## src/rtl/noc_packetizer.sv

```systemverilog
`default_nettype none
// ============================================================================
// Module   : noc_packetizer
// Purpose  : Splits a message into wormhole flits for a NoC node port. Each
//            flit carries {valid, head, tail, vc, dest, payload}. The head
//            flit picks a VC round-robin among VCs with credit, and the rest
//            of the packet stays on that VC. Per-VC credit counters gate
//            every flit.
// Ports    : clk, reset (async, active-high)
//            i_msg_valid / o_msg_ready      - message handshake
//            i_dest, i_num_flits, i_data    - message contents
//            o_flit                         - registered flit, zero when idle
//            i_credit                       - per-VC credit return pulses
//            o_credit_err                   - sticky credit-overflow flag
//            o_pkt_count                    - packets whose tail was sent
// Revision : 1.0 - initial release
// ============================================================================
module noc_packetizer #(
  parameter int WIDTH     = 128,
  parameter int N         = 16,
  parameter int NUM_VC    = 2,
  parameter int VC_DEPTH  = 8,
  parameter int MAX_FLITS = 4,
  localparam int AW  = $clog2(N),
  localparam int VCW = $clog2(NUM_VC),
  localparam int NFW = $clog2(MAX_FLITS + 1),
  localparam int PW  = WIDTH - 3 - VCW - AW
) (
  input  logic                    clk,
  input  logic                    reset,
  input  logic                    i_msg_valid,
  output logic                    o_msg_ready,
  input  logic [AW-1:0]           i_dest,
  input  logic [NFW-1:0]          i_num_flits,
  input  logic [MAX_FLITS*PW-1:0] i_data,
  output logic [WIDTH-1:0]        o_flit,
  input  logic [NUM_VC-1:0]       i_credit,
  output logic                    o_credit_err,
  output logic [31:0]             o_pkt_count
);

  localparam int CW   = $clog2(VC_DEPTH + 1);
  localparam int VCW1 = VCW + 1;

  localparam logic [0:0] S_IDLE = 1'b0;
  localparam logic [0:0] S_SEND = 1'b1;

  logic [0:0]                    state_q, state_d;
  logic [AW-1:0]                 dest_q, dest_d;
  logic [NFW-1:0]                nflits_q, nflits_d;
  logic [MAX_FLITS*PW-1:0]       data_q, data_d;
  logic [NFW-1:0]                idx_q, idx_d;
  logic [VCW-1:0]                vc_q, vc_d;
  logic [VCW-1:0]                rr_q, rr_d;
  logic [NUM_VC-1:0][CW-1:0]     credit_q, credit_d;
  logic                          credit_err_q, credit_err_d;
  logic [31:0]                   pkt_count_q, pkt_count_d;
  logic [WIDTH-1:0]              flit_q, flit_d;

  logic                    handshake;
  logic                    head_found;
  logic [VCW-1:0]          head_vc;
  logic [VCW-1:0]          cur_vc;
  logic                    send;
  logic                    is_head;
  logic                    is_tail;
  logic [NFW-1:0]          nf_in;
  logic [MAX_FLITS*PW-1:0] data_shift;
  logic [PW-1:0]           payload;

  assign handshake = (state_q == S_IDLE) && i_msg_valid;

  // Zero-length requests become one flit; oversize requests are clamped.
  always_comb begin
    nf_in = i_num_flits;
    if (i_num_flits == '0)
      nf_in = NFW'(1);
    else if (i_num_flits > NFW'(MAX_FLITS))
      nf_in = NFW'(MAX_FLITS);
  end

  // First VC with credit, searching upward from rr_q with wrap.
  always_comb begin
    logic [VCW:0] cand;
    head_found = 1'b0;
    head_vc    = rr_q;
    cand       = '0;
    for (int i = 0; i < NUM_VC; i++) begin
      cand = {1'b0, rr_q} + VCW1'(i);
      if (cand >= VCW1'(NUM_VC))
        cand = cand - VCW1'(NUM_VC);
      if (!head_found && (credit_q[cand[VCW-1:0]] != '0)) begin
        head_found = 1'b1;
        head_vc    = cand[VCW-1:0];
      end
    end
  end

  // Eligibility uses the registered counters only, so a credit pulse in
  // this cycle cannot release a stall until the next one.
  assign is_head    = (idx_q == '0);
  assign is_tail    = (idx_q == nflits_q - NFW'(1));
  assign cur_vc     = is_head ? head_vc : vc_q;
  assign send       = (state_q == S_SEND) &&
                      (is_head ? head_found : (credit_q[vc_q] != '0));
  assign data_shift = data_q >> (32'(idx_q) * PW);
  assign payload    = data_shift[PW-1:0];

  // State register
  always_ff @(posedge clk or posedge reset) begin
    if (reset) state_q <= S_IDLE;
    else       state_q <= state_d;
  end

  // Next-state logic
  always_comb begin
    state_d = state_q;
    case (state_q)
      S_IDLE:  if (i_msg_valid) state_d = S_SEND;
      S_SEND:  if (send && is_tail) state_d = S_IDLE;
      default: state_d = S_IDLE;
    endcase
  end

  // FSM outputs
  always_comb begin
    o_msg_ready = (state_q == S_IDLE);
  end

  // Datapath next values
  always_comb begin
    logic [VCW:0] rr_sum;
    logic         dec;
    dest_d       = dest_q;
    nflits_d     = nflits_q;
    data_d       = data_q;
    idx_d        = idx_q;
    vc_d         = vc_q;
    rr_d         = rr_q;
    credit_d     = credit_q;
    credit_err_d = credit_err_q;
    pkt_count_d  = pkt_count_q;
    flit_d       = '0;
    rr_sum       = {1'b0, cur_vc} + VCW1'(1);
    dec          = 1'b0;

    if (handshake) begin
      dest_d   = i_dest;
      nflits_d = nf_in;
      data_d   = i_data;
      idx_d    = '0;
    end

    if (send) begin
      flit_d = {1'b1, is_head, is_tail, cur_vc, dest_q, payload};
      idx_d  = idx_q + NFW'(1);
      if (is_head) begin
        vc_d = cur_vc;
        rr_d = (rr_sum >= VCW1'(NUM_VC)) ? '0 : rr_sum[VCW-1:0];
      end
      if (is_tail) begin
        idx_d       = '0;
        pkt_count_d = pkt_count_q + 32'd1;
      end
    end

    // A send and a credit on the same VC cancel out.
    for (int v = 0; v < NUM_VC; v++) begin
      dec = send && (cur_vc == VCW'(v));
      if (i_credit[v] && !dec) begin
        if (credit_q[v] == CW'(VC_DEPTH))
          credit_err_d = 1'b1;
        else
          credit_d[v] = credit_q[v] + CW'(1);
      end else if (dec && !i_credit[v]) begin
        credit_d[v] = credit_q[v] - CW'(1);
      end
    end
  end

  // Datapath registers
  always_ff @(posedge clk or posedge reset) begin
    if (reset) begin
      dest_q       <= '0;
      nflits_q     <= '0;
      data_q       <= '0;
      idx_q        <= '0;
      vc_q         <= '0;
      rr_q         <= '0;
      credit_q     <= {NUM_VC{CW'(VC_DEPTH)}};
      credit_err_q <= 1'b0;
      pkt_count_q  <= '0;
      flit_q       <= '0;
    end else begin
      dest_q       <= dest_d;
      nflits_q     <= nflits_d;
      data_q       <= data_d;
      idx_q        <= idx_d;
      vc_q         <= vc_d;
      rr_q         <= rr_d;
      credit_q     <= credit_d;
      credit_err_q <= credit_err_d;
      pkt_count_q  <= pkt_count_d;
      flit_q       <= flit_d;
    end
  end

  assign o_flit       = flit_q;
  assign o_credit_err = credit_err_q;
  assign o_pkt_count  = pkt_count_q;

endmodule
`default_nettype wire

```

## config.mk

```make
export PLATFORM = sky130hd
export DESIGN_NAME = noc_packetizer
export DESIGN_NICKNAME = d
export VERILOG_FILES = /design/src/rtl/noc_packetizer.sv
export SDC_FILE = /design/constraint.sdc
export NUM_CORES = 2
export LEC_CHECK = 0
export ABC_CLOCK_PERIOD_IN_PS = 23000
export BUFFER_PORTS_ARGS = -buffer_cell sky130_fd_sc_hd__buf_2
export CAP_MARGIN = 20
export CORE_AREA = 2 2 253 279
export DETAILED_ROUTE_END_ITERATION = 8
export DIE_AREA = 0 0 255 281
export SYNTH_ARGS = -nofsm -noshare
export SYNTH_HDL_FRONTEND = slang
export SYNTH_SLANG_ARGS = --single-unit
export TNS_END_PERCENT = 1
```

## constraint.sdc

```tcl
create_clock -name clk -period 23 [get_ports clk]
set_input_delay 2.3 -clock clk [delete_from_list [all_inputs] [get_ports clk]]
set_output_delay 2.3 -clock clk [all_outputs]
set_load 0.05 [all_outputs]
```

Word level (Yosys, flattened, before mapping):

Index checks and enable logic that the tools add are counted.

* equality and inequality tests: 5
* muxes and demuxes: 34
* $mul: 1
* $lt $le $gt $ge: 7
* $add $sub $neg: 11
* bitwise logic cells: 2
* shifts and indexed selects: 1
* reductions and logical operators: 27

Operator list (count)
* 480-bit by 10-bit right shift with 120-bit output: 1
* 128-bit two-way mux: 1
* 4-bit two-way mux: 12
* 32-bit by 1-bit adder with 32-bit output (second input constant): 1
* 1-bit two-way mux: 15
* 3-bit two-way mux: 5
* 4-bit nonzero test: 3
* 1-bit logical AND: 10
* 4-bit by 1-bit adder with 4-bit output (second input constant): 2
* 4-bit equality test (second input constant): 2
* 2-bit AND reduction: 4
* 4-bit by 1-bit subtractor with 4-bit output (second input constant): 2
* 3-bit by 4-bit multiplier with 7-bit output (second input constant): 1
* 3-bit logical NOT: 2
* 1-bit by 2-bit < comparator with 1-bit output (second input constant): 3
* 2-bit nonzero test: 3
* 1-bit logical NOT: 5
* 1-bit by 1-bit adder with 2-bit output (second input constant): 2
* 2-bit greater-or-equal comparator (second input constant): 2
* 2-bit inequality test (second input constant): 2
* 3-bit by 1-bit adder with 3-bit output (second input constant): 1
* 3-bit equality test: 1
* 3-bit greater-than comparator (second input constant): 1
* 3-bit by 1-bit subtractor with 3-bit output (second input constant): 1
* other kinds (4): 6

* input port bits: 492
* flip-flop bits (word level): 662

Logic depth before layout (Yosys ltp):

* word-level depth: 17
* depth in mapped cells: 15

Worst setup path after synthesis:

No wires, ideal clock.

* path kind: register -> register
* start point: reg idx_q[0]
* end point: reg credit_q[7] (netlist name)
* path buffers: 4
* setup slack: 19.069 ns
* data arrival time: 3.852 ns
* stages on the path, launching flop included: 16
* clock period less this slack: 3.931 ns
* path through: dfrtp_1 clkbuf_1 buf_2 buf_1 clkbuf_1 inv_1 ha_1 nand2b_1 nor3_1 o21ai_0 ha_1 a21o_2 a21o_1 or4_1 o21a_1 o21ai_0

* longest elaborated chain between the ends: 8
* elaborated cells on any way between the ends: 12
* those cells by class: eq/ne (1); mux (3); reduce/logical (8)

RTL lines
* start, declared: RTL line 52 `logic [NFW-1:0] idx_q, idx_d;`
* start signal, assigned: RTL line 198 `idx_q <= idx_d;`
* 3-bit logical NOT (*): RTL line 101 `assign is_head = (idx_q == '0);`
* 1-bit two-way mux: RTL line 105 `(is_head ? head_found : (credit_q[vc_q] != '0));`
* 1-bit logical AND: RTL line 104 `assign send = (state_q == S_SEND) &&`
* 1-bit logical AND (*): RTL line 169 `dec = send && (cur_vc == VCW'(v));`
* 1-bit logical NOT: RTL line 170 `if (i_credit[v] && !dec) begin`
* 1-bit logical AND: RTL line 170
* 2-bit inequality test (no line) or 2-bit nonzero test (tied branches)
* 2-bit AND reduction (no line)
* end signal, assigned: RTL line 190 `credit_q <= {NUM_VC{CW'(VC_DEPTH)}};`
* end signal, assigned: RTL line 201 `credit_q <= credit_d;`
* end, declared: RTL line 55 `logic [NUM_VC-1:0][CW-1:0] credit_q, credit_d;`

Every way passes the cells marked *; elsewhere a longest branch is shown, timed or not.
A chain may end at the register's enable or synchronous reset.

Final worst setup path:

* start point: in i_msg_valid
* end point: reg data_q[57]

* longest elaborated chain between the ends: 1

RTL lines
* start, declared: RTL line 31 `input logic i_msg_valid,`
* 1-bit logical AND: RTL line 71 `assign handshake = (state_q == S_IDLE) && i_msg_valid;`
* end signal, assigned: RTL line 197 `data_q <= data_d;`
* end, declared: RTL line 51 `logic [MAX_FLITS*PW-1:0] data_q, data_d;`

Every way passes these cells.

==> metrics.yaml <==
setup_viol: 0
required_ns: 23.47
layout.cells.most_common: "dfrtp_1"
vdd_ir_drop_max_v: 0.00009860
async_reset_ff_share_pct: 100.0
critical_path_peak_fanout: 178
synth-main-ff-cell: "dfrtp_1"
grt_use_total_pct: 19.67
placementRows: 101
path_common_cell: "buf_4"
postLayoutCoreUtil_pct: 49.48
netlist_instances: 1693
fmax_mhz: 194.1
synth_edf_count: 0
rsz0062_at_grt: "no"
synth_nets: 2195
die_y_um: 281
drc: 0
dr.pass1.iters: 4
ys_seq_area_share_pct: 60.69
finalHoldViolations: 0
dieArea_um2: 71660
area_growth_pct: 24.83
hp-class: "flip-flop to flip-flop"
nets: 2835
drt-initial-drc-count: 789
avgSynthCellArea_um2: 16.12
ctsLongestPathBuffers: 3
routedWlPerCell_um: 21.14
fin_crit_ns: 5.151
dp.final_hpwl_um: 50020
wl_met2_um: 36420
routed-wl-met3_um: 5418
muxShareOfSynthArea_pct: 30.15
crit_slowest_cell: "buf_4"
layout_common_cells: "658 x dfrtp_1, 653 x buf_2, 487 x mux2_2, 121 x nor2b_1, 120 x mux4_2"
grt_pass1_vias: 18180
cp-end-kind: "flip-flop"
yosys.area_share.simple_pct: 4.703
grt_pass1_wl_um: 107400
place_area_um2: 31530
clock-root-buffer: "clkbuf_16"
yosys_warnings: 0
outcome: "finished clean"
drive_gt1_share_pct: 58.75
initial_core_util_pct: 39.64
arrival_ns: 5.62
io_buffer_count: 653
ys_seq_elements: 662
finalMaxSlewViolations: 0
wl_met1_um: 26620
highest_layer: "met5"
drv_cap: 0
synthAdderAreaFrac_pct: 0.5133
antenna_found_initial: 59
synthXorXnorAreaFrac_pct: 1.238
core-area_um2: 68870
vias: 16610
grt_overflow: 0
cts_tree: "built"
synth.distinct_cells: 54
gp_congestion: 0.8083
power.density_nw_per_um2: 149.4
cts_resized: 0
crit_type: "input port to flip-flop"
synth_top_family_by_area: "multiplexers"
worstPathCellList: "buf_2 > nor2b_4 > buf_4 > buf_4 > buf_12 > mux2_2"
maxSlewHeadroom_pct: 23.77
htreeDepth: 3
wl_um: 70870
critPathMaxStageDelay_ns: 0.87
setup_tns_ns: 0
boundaryPins: 654
total_power_mw: 5.090
clk_pin_slew_ns: 0.06
multiInputGateArea_um2: 10280
worst_pin_slew_ns: 1.143
die_w_um: 255
post-route-period-util_pct: 22.40
syn_area_um2: 27300
synth_compound_area_share_pct: 1.031
fill_cells: 6054
worstSkewPairLatency_ns: 0.61
p_leak_nw: 15.54
finalInstanceArea_um2: 34080
vias_per_cell: 4.955
drtAntennaViolNets: 0
fin_worst_skew_ns: 0.02611
cts_buffers: 71
regArea_um2: 16580
hold_buffers: 0
grt_max_degree: 179
postCtsSetupRepairBufs: 0
worstSetupStartpointType: "input port"
cts_sinks: 662
-- cells in the mapped netlist, types with 9 or more instances --
| cell | n | area, um^2 |
|---|---|---|
| inv_1 | 16 | 60.06 |
| and3_1 | 9 | 56.30 |
| nor2_1 | 9 | 33.78 |
| mux2_2 | 487 | 5484 |
| clkbuf_1 | 93 | 349.1 |
| mux4_2 | 120 | 2703 |
| nand4_1 | 14 | 87.58 |
| xnor2_1 | 22 | 192.7 |
| xor2_1 | 14 | 122.6 |
| dfrtp_1 | 660 | 16520 |
| nor3_1 | 9 | 45.04 |
| nand3_1 | 16 | 80.08 |
| nor2b_1 | 122 | 763.2 |
| nand2_1 | 13 | 48.80 |
-- flip-flops by register name, summed over array words and instances (netlist names) --
signal        cells
credit_q          8
rr_q              1
o_credit_err      1
vc_q              1
idx_q             3
o_pkt_count      32
state_q           1
o_flit          128
nflits_q          3
dest_q            4
data_q          480
-- stage by stage --
stage	hold slack, ns	cells	setup WS (ns)
5_1_grt	0.5098	3346	17.71
4_1_cts	0.4799	3314	17.96
6_report	0.4693	3352	17.85
3_5_place_dp	0.4713	3186	17.31
2_1_floorplan	0.4494	1693	2.151
3_3_place_gp	0.4601	3186	17.38
-- logic make-up after synthesis --
| family | after synthesis |
|---|---|
| adders and majority gates | 10 |
| DFF | 662 |
| AOI/OAI and AO/OA | 40 |
| xor gates and xnor gates | 37 |
| and+or+nand+nor | 213 |
| buffers and inverters | 120 |
| muxes | 611 |
-- layer usage --
layer / global-route usage, % / up-vias
met1: 22.63 / 8488
met3: 6.604 / 146
met5: 0 / -
met4: 8.907 / 44
li1: - / 7456
met2: 33.15 / 474
-- worst max-delay path: cells and delay by family --
family	cells	cell delay [ns]
buf+inv	4	2.31
mux	1	0.43
simple gates	1	0.13
-- report_power, final --
group / switching (mW) / internal, mW / leakage, nW
combinational: 0.931 / 0.955 / 6.30
sequential: 0.307 / 1.72 / 8.05
clock: 0.472 / 0.702 / 1.20
-- path summary, 6_finish.rpt --
path | from | slack (ns) | cells past startpoint | end
worst max register to register | idx_q[1] | 19.10 | 11 | credit_q[7]
worst max-delay path | i_msg_valid | 17.85 | 6 | data_q[57]
min in group asynchronous | reset | 1.84 | 2 | o_flit[75]
worst min-delay path | o_pkt_count[31] | 0.47 | 1 | o_pkt_count[31]
max in group asynchronous | reset | 18.85 | 4 | idx_q[0]
worst min register to register | o_pkt_count[31] | 0.47 | 1 | o_pkt_count[31]
-- layout make-up --
class	count	share of cell area (%)
sequential	662	48.64
multi-input combinational	911	30.18
timing repair buffer	671	10.19
clock buffer	107	6.264
tap	927	3.404
clock inverter	21	0.8482
antenna	37	0.2717
inverter	16	0.1983
Note: power is estimated with default switching activity, not from simulation.
